File: src/rtl/alu_control_md_if.sv
// Bundle between decode/main control and alu_control_md: decode fields,
// operands, M-extension control, and the ALU opcode / stall / result outputs.
interface alu_control_md_if #(
    parameter int XLEN   = 32,
    parameter int CTRL_W = 5
);
    logic [1:0]        ALUOp;
    logic [6:0]        fun7;
    logic [2:0]        fun3;
    logic              op_valid;
    logic              md_flush;
    logic [XLEN-1:0]   src_a;
    logic [XLEN-1:0]   src_b;
    logic [CTRL_W-1:0] Control_out;
    logic              illegal;
    logic              md_stall;
    logic              md_done;
    logic [XLEN-1:0]   md_result;
    logic [1:0]        md_state;   // debug view of the M-engine FSM state

    // Handshake: the decode slot presents an M op with op_valid=1 and keeps it
    // presented while md_stall=1; the op retires in the cycle md_done=1
    // (md_stall=0 there). md_flush aborts an op in flight without a done pulse.
    modport master (
        output ALUOp, fun7, fun3, op_valid, md_flush, src_a, src_b,
        input  Control_out, illegal, md_stall, md_done, md_result, md_state
    );

    modport slave (
        input  ALUOp, fun7, fun3, op_valid, md_flush, src_a, src_b,
        output Control_out, illegal, md_stall, md_done, md_result, md_state
    );
endinterface

File: src/rtl/alu_control_md.sv
// RV32 ALU control: full R/I-type decode to a 5-bit ALU opcode plus an
// iterative shift-add multiplier / restoring divider for the M extension.
module alu_control_md #(
    parameter int XLEN   = 32,
    parameter int CTRL_W = 5
) (
    input  logic               clk,
    input  logic               rst_n,
    alu_control_md_if.slave    bus
);
    localparam int CW = $clog2(XLEN);

    localparam logic [4:0] OP_AND  = 5'b00000;
    localparam logic [4:0] OP_OR   = 5'b00001;
    localparam logic [4:0] OP_ADD  = 5'b00010;
    localparam logic [4:0] OP_XOR  = 5'b00011;
    localparam logic [4:0] OP_SLL  = 5'b00100;
    localparam logic [4:0] OP_SRL  = 5'b00101;
    localparam logic [4:0] OP_SUB  = 5'b00110;
    localparam logic [4:0] OP_SRA  = 5'b00111;
    localparam logic [4:0] OP_SLT  = 5'b01000;
    localparam logic [4:0] OP_SLTU = 5'b01001;
    localparam logic [4:0] OP_MD   = 5'b10000;

    localparam logic [6:0] F7_BASE = 7'b0000000;
    localparam logic [6:0] F7_ALT  = 7'b0100000;
    localparam logic [6:0] F7_MD   = 7'b0000001;

    typedef enum logic [1:0] {
        S_IDLE = 2'd0,
        S_CALC = 2'd1,
        S_FIX  = 2'd2,
        S_DONE = 2'd3
    } state_t;

    state_t              state_q, state_d;
    logic [CW-1:0]       cnt_q, cnt_d;
    logic [2*XLEN-1:0]   acc_q, acc_d;      // product, or {remainder, quotient}
    logic [XLEN-1:0]     opb_q, opb_d;      // multiplicand / divisor magnitude
    logic [XLEN-1:0]     a_raw_q, a_raw_d;  // original rs1 for divide-by-zero remainder
    logic [XLEN-1:0]     result_q, result_d;
    logic [2:0]          f3_q, f3_d;
    logic                neg_a_q, neg_a_d;
    logic                neg_b_q, neg_b_d;
    logic                bzero_q, bzero_d;

    logic [4:0]          base_op;
    logic [4:0]          ctrl;
    logic                ill;
    logic                is_md;
    logic                start;

    // fun3 mapping shared by R-type (fun7=0) and I-type ALU ops
    always_comb begin
        base_op = OP_ADD;
        case (bus.fun3)
            3'b000:  base_op = OP_ADD;
            3'b001:  base_op = OP_SLL;
            3'b010:  base_op = OP_SLT;
            3'b011:  base_op = OP_SLTU;
            3'b100:  base_op = OP_XOR;
            3'b101:  base_op = OP_SRL;
            3'b110:  base_op = OP_OR;
            default: base_op = OP_AND;
        endcase
    end

    // Full decode; every unrecognised combination yields ADD with illegal set
    always_comb begin
        ctrl  = OP_ADD;
        ill   = 1'b0;
        is_md = 1'b0;
        case (bus.ALUOp)
            2'b00: ctrl = OP_ADD;
            2'b01: ctrl = OP_SUB;
            2'b10: begin
                if (bus.fun7 == F7_BASE) begin
                    ctrl = base_op;
                end else if (bus.fun7 == F7_ALT) begin
                    if (bus.fun3 == 3'b000)      ctrl = OP_SUB;
                    else if (bus.fun3 == 3'b101) ctrl = OP_SRA;
                    else                         ill  = 1'b1;
                end else if (bus.fun7 == F7_MD) begin
                    ctrl  = OP_MD;
                    is_md = 1'b1;
                end else begin
                    ill = 1'b1;
                end
            end
            default: begin
                // I-type: fun7 only qualifies the shift-immediates
                case (bus.fun3)
                    3'b001: begin
                        if (bus.fun7 == F7_BASE) ctrl = OP_SLL;
                        else                     ill  = 1'b1;
                    end
                    3'b101: begin
                        if (bus.fun7 == F7_BASE)     ctrl = OP_SRL;
                        else if (bus.fun7 == F7_ALT) ctrl = OP_SRA;
                        else                         ill  = 1'b1;
                    end
                    default: ctrl = base_op;
                endcase
            end
        endcase
        if (ill) ctrl = OP_ADD;
    end

    assign bus.Control_out = CTRL_W'(ctrl);
    assign bus.illegal     = ill;

    // No issue while reset is held, during a flush, or outside IDLE
    assign start = bus.op_valid & is_md & (state_q == S_IDLE) & ~bus.md_flush & rst_n;

    // Operand signedness: MULH both, MULHSU rs1 only, DIV/REM both
    logic            a_sgn, b_sgn, a_neg, b_neg;
    logic [XLEN-1:0] mag_a, mag_b;
    assign a_sgn = (bus.fun3 == 3'b001) | (bus.fun3 == 3'b010) |
                   (bus.fun3 == 3'b100) | (bus.fun3 == 3'b110);
    assign b_sgn = (bus.fun3 == 3'b001) | (bus.fun3 == 3'b100) | (bus.fun3 == 3'b110);
    assign a_neg = a_sgn & bus.src_a[XLEN-1];
    assign b_neg = b_sgn & bus.src_b[XLEN-1];
    assign mag_a = a_neg ? -bus.src_a : bus.src_a;
    assign mag_b = b_neg ? -bus.src_b : bus.src_b;

    // One iteration of shift-add multiply and of restoring divide
    logic            is_div;
    logic [XLEN:0]   mul_sum;
    logic [XLEN:0]   div_shift;
    logic            div_ge;
    logic [XLEN-1:0] div_sub;
    assign is_div    = f3_q[2];
    assign mul_sum   = {1'b0, acc_q[2*XLEN-1:XLEN]} + (acc_q[0] ? {1'b0, opb_q} : '0);
    assign div_shift = {acc_q[2*XLEN-1:XLEN], acc_q[XLEN-1]};
    assign div_ge    = (div_shift >= {1'b0, opb_q});
    assign div_sub   = div_shift[XLEN-1:0] - opb_q;

    // Sign fixup and half/quotient/remainder selection used in FIX
    logic                prod_neg;
    logic [2*XLEN-1:0]   prod_fix;
    logic [XLEN-1:0]     mul_res, div_res, quo, rem;
    assign prod_neg = neg_a_q ^ neg_b_q;
    assign prod_fix = prod_neg ? -acc_q : acc_q;
    assign mul_res  = (f3_q[1:0] == 2'b00) ? prod_fix[XLEN-1:0] : prod_fix[2*XLEN-1:XLEN];
    assign quo      = acc_q[XLEN-1:0];
    assign rem      = acc_q[2*XLEN-1:XLEN];
    assign div_res  = bzero_q ? (f3_q[1] ? a_raw_q : '1)
                              : (f3_q[1] ? (neg_a_q ? -rem : rem)
                                         : (prod_neg ? -quo : quo));

    // M-engine next state and datapath updates
    always_comb begin
        state_d  = state_q;
        cnt_d    = cnt_q;
        acc_d    = acc_q;
        opb_d    = opb_q;
        a_raw_d  = a_raw_q;
        result_d = result_q;
        f3_d     = f3_q;
        neg_a_d  = neg_a_q;
        neg_b_d  = neg_b_q;
        bzero_d  = bzero_q;
        case (state_q)
            S_IDLE: begin
                if (start) begin
                    state_d = S_CALC;
                    cnt_d   = CW'(XLEN - 1);
                    acc_d   = {{XLEN{1'b0}}, mag_a};
                    opb_d   = mag_b;
                    a_raw_d = bus.src_a;
                    f3_d    = bus.fun3;
                    neg_a_d = a_neg;
                    neg_b_d = b_neg;
                    bzero_d = (bus.src_b == '0);
                end
            end
            S_CALC: begin
                if (bus.md_flush) begin
                    state_d = S_IDLE;
                end else begin
                    if (is_div)
                        acc_d = {div_ge ? div_sub : div_shift[XLEN-1:0],
                                 acc_q[XLEN-2:0], div_ge};
                    else
                        acc_d = {mul_sum, acc_q[XLEN-1:1]};
                    if (cnt_q == '0) state_d = S_FIX;
                    else             cnt_d   = cnt_q - CW'(1);
                end
            end
            S_FIX: begin
                if (bus.md_flush) begin
                    state_d = S_IDLE;
                end else begin
                    result_d = is_div ? div_res : mul_res;
                    state_d  = S_DONE;
                end
            end
            default: state_d = S_IDLE;
        endcase
    end

    // State and datapath registers, cleared asynchronously
    always_ff @(posedge clk or negedge rst_n) begin
        if (!rst_n) begin
            state_q  <= S_IDLE;
            cnt_q    <= '0;
            acc_q    <= '0;
            opb_q    <= '0;
            a_raw_q  <= '0;
            result_q <= '0;
            f3_q     <= '0;
            neg_a_q  <= 1'b0;
            neg_b_q  <= 1'b0;
            bzero_q  <= 1'b0;
        end else begin
            state_q  <= state_d;
            cnt_q    <= cnt_d;
            acc_q    <= acc_d;
            opb_q    <= opb_d;
            a_raw_q  <= a_raw_d;
            result_q <= result_d;
            f3_q     <= f3_d;
            neg_a_q  <= neg_a_d;
            neg_b_q  <= neg_b_d;
            bzero_q  <= bzero_d;
        end
    end

    assign bus.md_stall  = start | (state_q == S_CALC) | (state_q == S_FIX);
    assign bus.md_done   = (state_q == S_DONE);
    assign bus.md_result = result_q;
    assign bus.md_state  = state_q;

endmodule

File: src/flat_wrapper.sv
// flat-port wrapper written by rule: the top's interface ports become plain ports
module alu_control_md_flat 
#(
    parameter int XLEN   = 32,
    parameter int CTRL_W = 5
)
  (clk, rst_n, bus_ALUOp, bus_fun7, bus_fun3, bus_op_valid, bus_md_flush, bus_src_a, bus_src_b, bus_Control_out, bus_illegal, bus_md_stall, bus_md_done, bus_md_result, bus_md_state);
  alu_control_md_if #(.XLEN(XLEN), .CTRL_W(CTRL_W)) bus_i ();
  input  logic clk;
  input  logic rst_n;
  input wire logic [$bits(bus_i.ALUOp)-1:0] bus_ALUOp;
  input wire logic [$bits(bus_i.fun7)-1:0] bus_fun7;
  input wire logic [$bits(bus_i.fun3)-1:0] bus_fun3;
  input wire logic [$bits(bus_i.op_valid)-1:0] bus_op_valid;
  input wire logic [$bits(bus_i.md_flush)-1:0] bus_md_flush;
  input wire logic [$bits(bus_i.src_a)-1:0] bus_src_a;
  input wire logic [$bits(bus_i.src_b)-1:0] bus_src_b;
  output wire logic [$bits(bus_i.Control_out)-1:0] bus_Control_out;
  output wire logic [$bits(bus_i.illegal)-1:0] bus_illegal;
  output wire logic [$bits(bus_i.md_stall)-1:0] bus_md_stall;
  output wire logic [$bits(bus_i.md_done)-1:0] bus_md_done;
  output wire logic [$bits(bus_i.md_result)-1:0] bus_md_result;
  output wire logic [$bits(bus_i.md_state)-1:0] bus_md_state;
  assign bus_i.ALUOp = bus_ALUOp;
  assign bus_i.fun7 = bus_fun7;
  assign bus_i.fun3 = bus_fun3;
  assign bus_i.op_valid = bus_op_valid;
  assign bus_i.md_flush = bus_md_flush;
  assign bus_i.src_a = bus_src_a;
  assign bus_i.src_b = bus_src_b;
  assign bus_Control_out = bus_i.Control_out;
  assign bus_illegal = bus_i.illegal;
  assign bus_md_stall = bus_i.md_stall;
  assign bus_md_done = bus_i.md_done;
  assign bus_md_result = bus_i.md_result;
  assign bus_md_state = bus_i.md_state;
  alu_control_md #(.XLEN(XLEN), .CTRL_W(CTRL_W)) u_core (.clk(clk), .rst_n(rst_n), .bus(bus_i));
endmodule
File: config.mk
export PLATFORM = sky130hd
export DESIGN_NAME = alu_control_md_flat
export DESIGN_NICKNAME = d
export VERILOG_FILES = /design/src/rtl/alu_control_md_if.sv /design/src/rtl/alu_control_md.sv /design/src/flat_wrapper.sv
export SDC_FILE = /design/constraint.sdc
export NUM_CORES = 1
export LEC_CHECK = 0
export ABC_CLOCK_PERIOD_IN_PS = 3400
export CAP_MARGIN = 20
export CORE_ASPECT_RATIO = 0.7
export CORE_MARGIN = 8
export CORE_UTILIZATION = 35
export DETAILED_ROUTE_END_ITERATION = 8
export DONT_BUFFER_PORTS = 1
export HOLD_SLACK_MARGIN = 0.03
export PLACE_DENSITY = 0.54
export RECOVER_POWER = 50
export SYNTH_ARGS = -nofsm -noshare
export SYNTH_HDL_FRONTEND = slang
export SYNTH_SLANG_ARGS = --single-unit
File: constraint.sdc
create_clock -name clk -period 3.4 [get_ports clk]
set_input_delay 0.17 -clock clk [delete_from_list [all_inputs] [get_ports clk]]
set_output_delay 0.17 -clock clk [all_outputs]
set_load 0.05 [all_outputs]
==> qor.txt, run 1 <==
Result of the run = finished, violations left
Failing checks = negative hold slack
Kind of end point of the critical path = flip-flop
Power spent charging and discharging nets = 3.03 mW
Buf+Inv Stages, Crit Path = 2
Crit share post-route = 0.968
Count of cells along the worst register-to-register path = 13
Post-Synthesis Mean Instance Area = 7.53 sq um
Count of input and output buffers = 0
X dimension of the die = 269 um
Post-synthesis instance area = 15700 sq um
Max-capacitance violation count = 0
Worst hold-check path type = input port to async pin
Setup repair after global routing missed its margin = yes
Final Util = 0.422
Drt pass-1 iters = 5
Class of the most critical setup path = flip-flop to flip-flop
Seq pwr share = 0.347
Final hold slack = -0.608 ns
Wire length per cell = 21.7 um
Longest Clk Path Bufs = 2
Critical path data required time = 3.71 ns
Via count = 16400
Internal cell power = 4.42 mW
Endpoint arrival time on the critical path = 3.60 ns
Count of final hold-check violations = 173
Clock root buffer = clkbuf_16
Worst-Skew Late Latency = 0.46 ns
Synth-to-Final Area Change = 20.0%
Fin area = 18800 sq um
CP max FO = 10
Number of ports placed on the die boundary = 122
Post-synthesis net count = 2235
Slew @ Worst Pin = 1.18 ns
Antenna violations before repair = 3
Total placed instance area = 17400 sq um
Flop2flop setup slack = 0.11 ns
Gr usage total = 0.233
Number of failing setup endpoints in the final timing report = 0
CP Cell Sequence = buf_4 > ha_1 > inv_1 > fa_1 > nor2b_1 > o31ai_1 > a21oi_1 > a221o_1 > a21oi_2 > o221a_4 > o21ai_2 > mux2i_1 > o211ai_1
Final sum of negative setup slack = 0 ns
Worst path top cell family by delay = compound AO/OA/AOI/OAI gates
Slowest stage delay, CP = 0.40 ns
Total power density per cell area = 396 nW/um^2
Final worst clock skew = 0.0107 ns
Weighted congestion at the end of routability-driven global placement = 0.909
Number of H-tree levels = 4
Post-synth ARST share = 1.00
Most frequent standard cell in the layout excluding fill and tap cells = nand2_1
Fraction of layout instances using a drive strength above 1 = 0.127
Number of clock buffers inserted by TritonCTS = 17
Total grt overflow = 0
Leakage = 8.02 nW
Synthesis warning total = 0
Height of the chip = 193 um
Predominant post-synthesis flop cell = dfrtp_1
Switching fraction of total power = 0.406
Initial cell density of the core = 0.351
Number of DRC markers after the initial detailed-route iteration = 1584
Portion of total power attributed to the clock network = 0.273
Clock transition at the registers of the reported paths = 0.08 ns
Commonest cells after routing, fill and taps aside = nand2_1 (316), o21ai_0 (206), nor2_1 (183)
Largest net degree at the start of global routing = 176
Placement row count = 65
Seq/Total Area, Yosys = 0.276
Number of distinct library cells after synthesis = 80
DR DRC count = 0
Core Box Area = 44600 sq um
Number of standard cells after synthesis = 2083
First-pass GRT wire length = 94500 um
Hold buffers post-CTS = 70
Cell with the biggest individual delay on the critical path = fa_1
Count of flip-flops with a built-in enable after synthesis = 0
WL final = 61400 um
Clock tree sinks = 173
Logic pwr share = 0.380
Half-perimeter wire length of the detailed placement result = 46000 um
Minimum clock period = 3.29 ns
Startpoint class of the critical path = flip-flop
Destination of the worst register-to-register timing path = u_core.acc_q[61]
Clock tree from TritonCTS = done
Antenna Nets Post-Route = 0
Overall die area = 52000 sq um
Maximum vdd ir drop = 0.000401 V
Relative slew margins = 0.214
Via count of the first global-routing pass = 15900
Beginning of the worst register-to-register path = u_core.acc_q[32]
Final net count = 2372
Number of pins exceeding their max-slew limit in the final report = 0
Number of storage elements in the synthesis netlist = 173
Via density per instance = 5.79
Fmax achieved = 304 MHz
## what timing repair did
item,4_1_cts,5_1_grt
setup buffers,0,3
gates resized for setup,7,24
hold endpoints to repair,272,173
endpoints found under the setup margin,15,26
pin swaps,0,6
## cell type report
type                            count  area [sq um]
Fill cell                        4589         25800
Multi-Input combinational cell   1695         10700
Sequential cell                   173          4330
Timing Repair Buffer              258          2170
Tap cell                          603           754
Clock buffer                       17           425
Inverter                           75           282
Clock inverter                     15           154
Antenna cell                        1          2.50
## sequential cells by signal (all words and copies together) (netlist names)
register	cells
u_core.a_raw_q	32
u_core.f3_q	3
u_core.opb_q	32
u_core.neg_b_q	1
u_core.acc_q	64
u_core.cnt_q	5
u_core.bus.md_result	32
u_core.neg_a_q	1
u_core.bzero_q	1
u_core.bus.md_state	2
## layer usage
layer	wire, um	up-vias	global-route usage	share of wire
li1	-	7680	-	-
met1	29500	7997	0.345	0.48
met2	25300	655	0.332	0.41
met3	5500	81	0.0599	0.089
met4	1180	2	0.0570	0.019
met5	13	-	0	0.00021
## cell families after synthesis
| group | synth area share |
|---|---|
| DFF | 0.276 |
| AOI/OAI and AO/OA | 0.258 |
| adders and majority gates | 0.0584 |
| muxes | 0.0295 |
| xor gates and xnor gates | 0.113 |
| and+or+nand+nor | 0.212 |
| buffers and inverters | 0.0525 |
## through the flow
| stage | hold WS (ns) | instances | setup WS [ns] | power (mW) |
|---|---|---|---|---|
| final | -0.608 | 2837 | 0.110 | 7.45 |
| after floorplan | -0.126 | 2083 | 0.0492 | 4.26 |
| after CTS | -0.624 | 2833 | 0.00272 | 7.40 |
| after global placement | -0.116 | 2731 | -0.176 | 5.23 |
| after detailed placement | -0.117 | 2731 | -0.161 | 5.25 |
| after global routing | -0.631 | 2836 | -0.0259 | 7.85 |
## Yosys cell counts, types with 16 or more instances
library cell    n  area (sq um)
nand2_1       316          1190
o21ai_0       210          1050
nor2_1        185           694
a21oi_1       180           901
dfrtp_1       173          4330
xnor2_1       127          1110
clkbuf_1      122           458
xor2_1         76           666
inv_1          75           282
ha_1           70           876
mux2i_1        44           440
nor3_1         43           215
nand3_1        34           170
o31ai_1        31           233
a21o_1         27           203
a31oi_1        20           125
a221oi_1       19           166
a22oi_1        19           143
o211ai_1       19           143
a211oi_1       18           135
nand2b_1       18           113
nor4_1         16           100
## power by group through the flow
stage          logic, mW  clock network, mW  registers (mW)
6_report            2.83               2.04            2.58
5_1_grt             3.09               2.15            2.61
4_1_cts             2.74               2.08            2.58
3_5_place_dp        2.63                  0            2.62
3_3_place_gp        2.61                  0            2.62
2_1_floorplan       1.70                  0            2.56
## worst max-delay path by stage
stage / slack [ns] / start / to / cells past startpoint
after floorplan: 0.05 / u_core.acc_q[0] / u_core.acc_q[58] / 13
after global placement: -0.18 / u_core.acc_q[31] / u_core.acc_q[58] / 13
after detailed placement: -0.16 / u_core.acc_q[31] / u_core.acc_q[58] / 13
after CTS: 0.003 / u_core.acc_q[0] / u_core.acc_q[58] / 12
after global routing: -0.03 / u_core.acc_q[32] / u_core.acc_q[61] / 13
final: 0.11 / u_core.acc_q[32] / u_core.acc_q[61] / 13
No activity file was read; power rests on OpenSTA's default activity.
==> inputs of run 2 (changes only) <==
Settings changed: CORE_MARGIN 8 to default.
==> qor.txt, run 2 (synthesis results as in run 1) <==
Number of clock buffers inserted by TritonCTS = 17
Initial cell density of the core = 0.357
Result of the run = finished, violations left
Number of ports placed on the die boundary = 122
Biggest register = u_core.acc_q
Crit share post-route = 0.961
Beginning of the worst register-to-register path = u_core.acc_q[0]
Worst-Skew Late Latency = 0.46 ns
Setup repair after global routing missed its margin = yes
Via count of the first global-routing pass = 15400
Routed met3 length = 4420 um
Number of pins exceeding their max-slew limit in the final report = 0
Slew @ Worst Pin = 1.09 ns
X dimension of the die = 255 um
Largest net degree at the start of global routing = 176
CP Cell Sequence = buf_4 > nand2_1 > inv_1 > ha_4 > a211oi_1 > o21a_1 > or4_4 > a211o_1 > a31o_4 > o211ai_1 > o211ai_1 > xor2_1 > o21ai_0
First-pass GRT wire length = 90800 um
Total inserted antenna cells = 0
Via density per instance = 5.76
Number of failing setup endpoints in the final timing report = 0
Commonest cells after routing, fill and taps aside = nand2_1 (316), o21ai_0 (205), nor2_1 (183)
Total placed instance area = 17200 sq um
M1 WL = 28600 um
Endpoint arrival time on the critical path = 3.57 ns
Kind of end point of the critical path = flip-flop
Highest layer used for signal routing = met4
Worst hold-check path type = input port to async pin
Largest register FFs = 64
WL final = 59200 um
Height of the chip = 179 um
Relative slew margins = 0.270
Antenna Nets Post-Route = 0
Leakage = 7.87 nW
Startpoint class of the critical path = flip-flop
Count of final hold-check violations = 173
Final net count = 2351
Weighted congestion at the end of routability-driven global placement = 0.972
Class of the most critical setup path = flip-flop to flip-flop
Metal2 WL = 24900 um
Antenna violations before repair = 3
Wire length per cell = 21.1 um
Flop2flop setup slack = 0.13 ns
Fraction of layout instances using a drive strength above 1 = 0.121
Total grt overflow = 0
Total power density per cell area = 398 nW/um^2
Minimum clock period = 3.27 ns
Clock transition at the registers of the reported paths = 0.07 ns
Hold buffers post-CTS = 70
Number of DRC markers after the initial detailed-route iteration = 1459
DR DRC count = 0
Via count = 16100
Number of H-tree levels = 4
Synth-to-Final Area Change = 18.7%
Final hold slack = -0.596 ns
Maximum vdd ir drop = 0.000392 V
Gr usage total = 0.260
CP max FO = 6
Cell repeated most along the worst path = o211ai_1
Slowest stage delay, CP = 0.51 ns
Clock tree from TritonCTS = done
Core Box Area = 44000 sq um
Fmax achieved = 306 MHz
Drt pass-1 iters = 6
Buf+Inv Stages, Crit Path = 2
Launch point of the worst path = u_core.acc_q[0]
Worst path top cell family by delay = compound AO/OA/AOI/OAI gates
Half-perimeter wire length of the detailed placement result = 44200 um
Longest Clk Path Bufs = 2
Clock root buffer = clkbuf_16
Fin area = 18600 sq um
Most frequent standard cell in the layout excluding fill and tap cells = nand2_1
Placement row count = 64
Clock tree sinks = 173
Overall die area = 45700 sq um
Final worst clock skew = 0.0132 ns
Max-capacitance violation count = 0
Cell with the biggest individual delay on the critical path = or4_4
Critical path data required time = 3.70 ns
Failing checks = negative hold slack
Count of input and output buffers = 0
-- run 2: cell count changes in the layout (fill, tap and decap cells not counted), moves of 3 or more --
cell      before  now
buf_4        181  163
o31ai_2        2    6
o31ai_1       29   26
buf_12         5    1
clkinv_8       3    0
-- run 2: path summary, 6_finish.rpt --
kind | end | cells past startpoint
worst max-delay path | u_core.acc_q[62] | 13
worst min-delay path | u_core.cnt_q[0] | 0
worst max register to register | u_core.acc_q[62] | 13
worst min register to register | u_core.opb_q[8] | 2
max in group asynchronous | u_core.bus.md_result[7] | 0
min in group clk | u_core.opb_q[28] | 3
-- run 2: final cells by class --
cell class	count	area, sq um
Multi-Input combinational cell	1695	10700
Inverter	75	282
Clock inverter	13	151
Sequential cell	173	4330
Tap cell	594	743
Fill cell	4518	25300
Clock buffer	18	439
Timing Repair Buffer	237	1960
-- run 2: repair_timing --
action / CTS / global route
gates resized for setup: 2 / 33
buffers inserted: 0 / 3
pin swaps: 0 / 10
setup endpoints to repair: 2 / 40
hold endpoints to repair: 271 / 173
-- run 2: report_power, final --
group / leakage (nW) / internal [mW] / switching (mW)
clock network: 0.287 / 1.12 / 0.973
registers: 2.33 / 2.22 / 0.379
logic: 5.26 / 1.18 / 1.54
-- run 2: worst register-to-register path, stage by stage (launching register included) --
cell and delay [ns]:
dfrtp_1 0.41, buf_4 0.14, nand2_1 0.10, inv_1 0.08
ha_4 0.27, a211oi_1 0.08, o21a_1 0.21, or4_4 0.51
a211o_1 0.34, a31o_4 0.28, o211ai_1 0.19, o211ai_1 0.14
xor2_1 0.26, o21ai_0 0.11
-- run 2: metal layers --
metal	up-vias	track usage
li1	7626	-
met1	7867	0.388
met2	582	0.379
met3	68	0.0469
met4	0	0.0654
met5	-	0
-- run 2: through the flow --
stage / setup WS (ns) / power, mW / util / TNS [ns] / cells
floorplan: 0.0492 / 4.26 / - / 0 / 2083
global placement: -0.0490 / 5.15 / 0.391 / -0.0490 / 2701
detailed placement: 0.000442 / 5.16 / 0.391 / 0 / 2701
CTS: 0.00740 / 7.35 / 0.420 / 0 / 2802
global route: -0.000977 / 7.81 / 0.424 / -0.000977 / 2805
finish: 0.132 / 7.40 / 0.424 / 0 / 2805
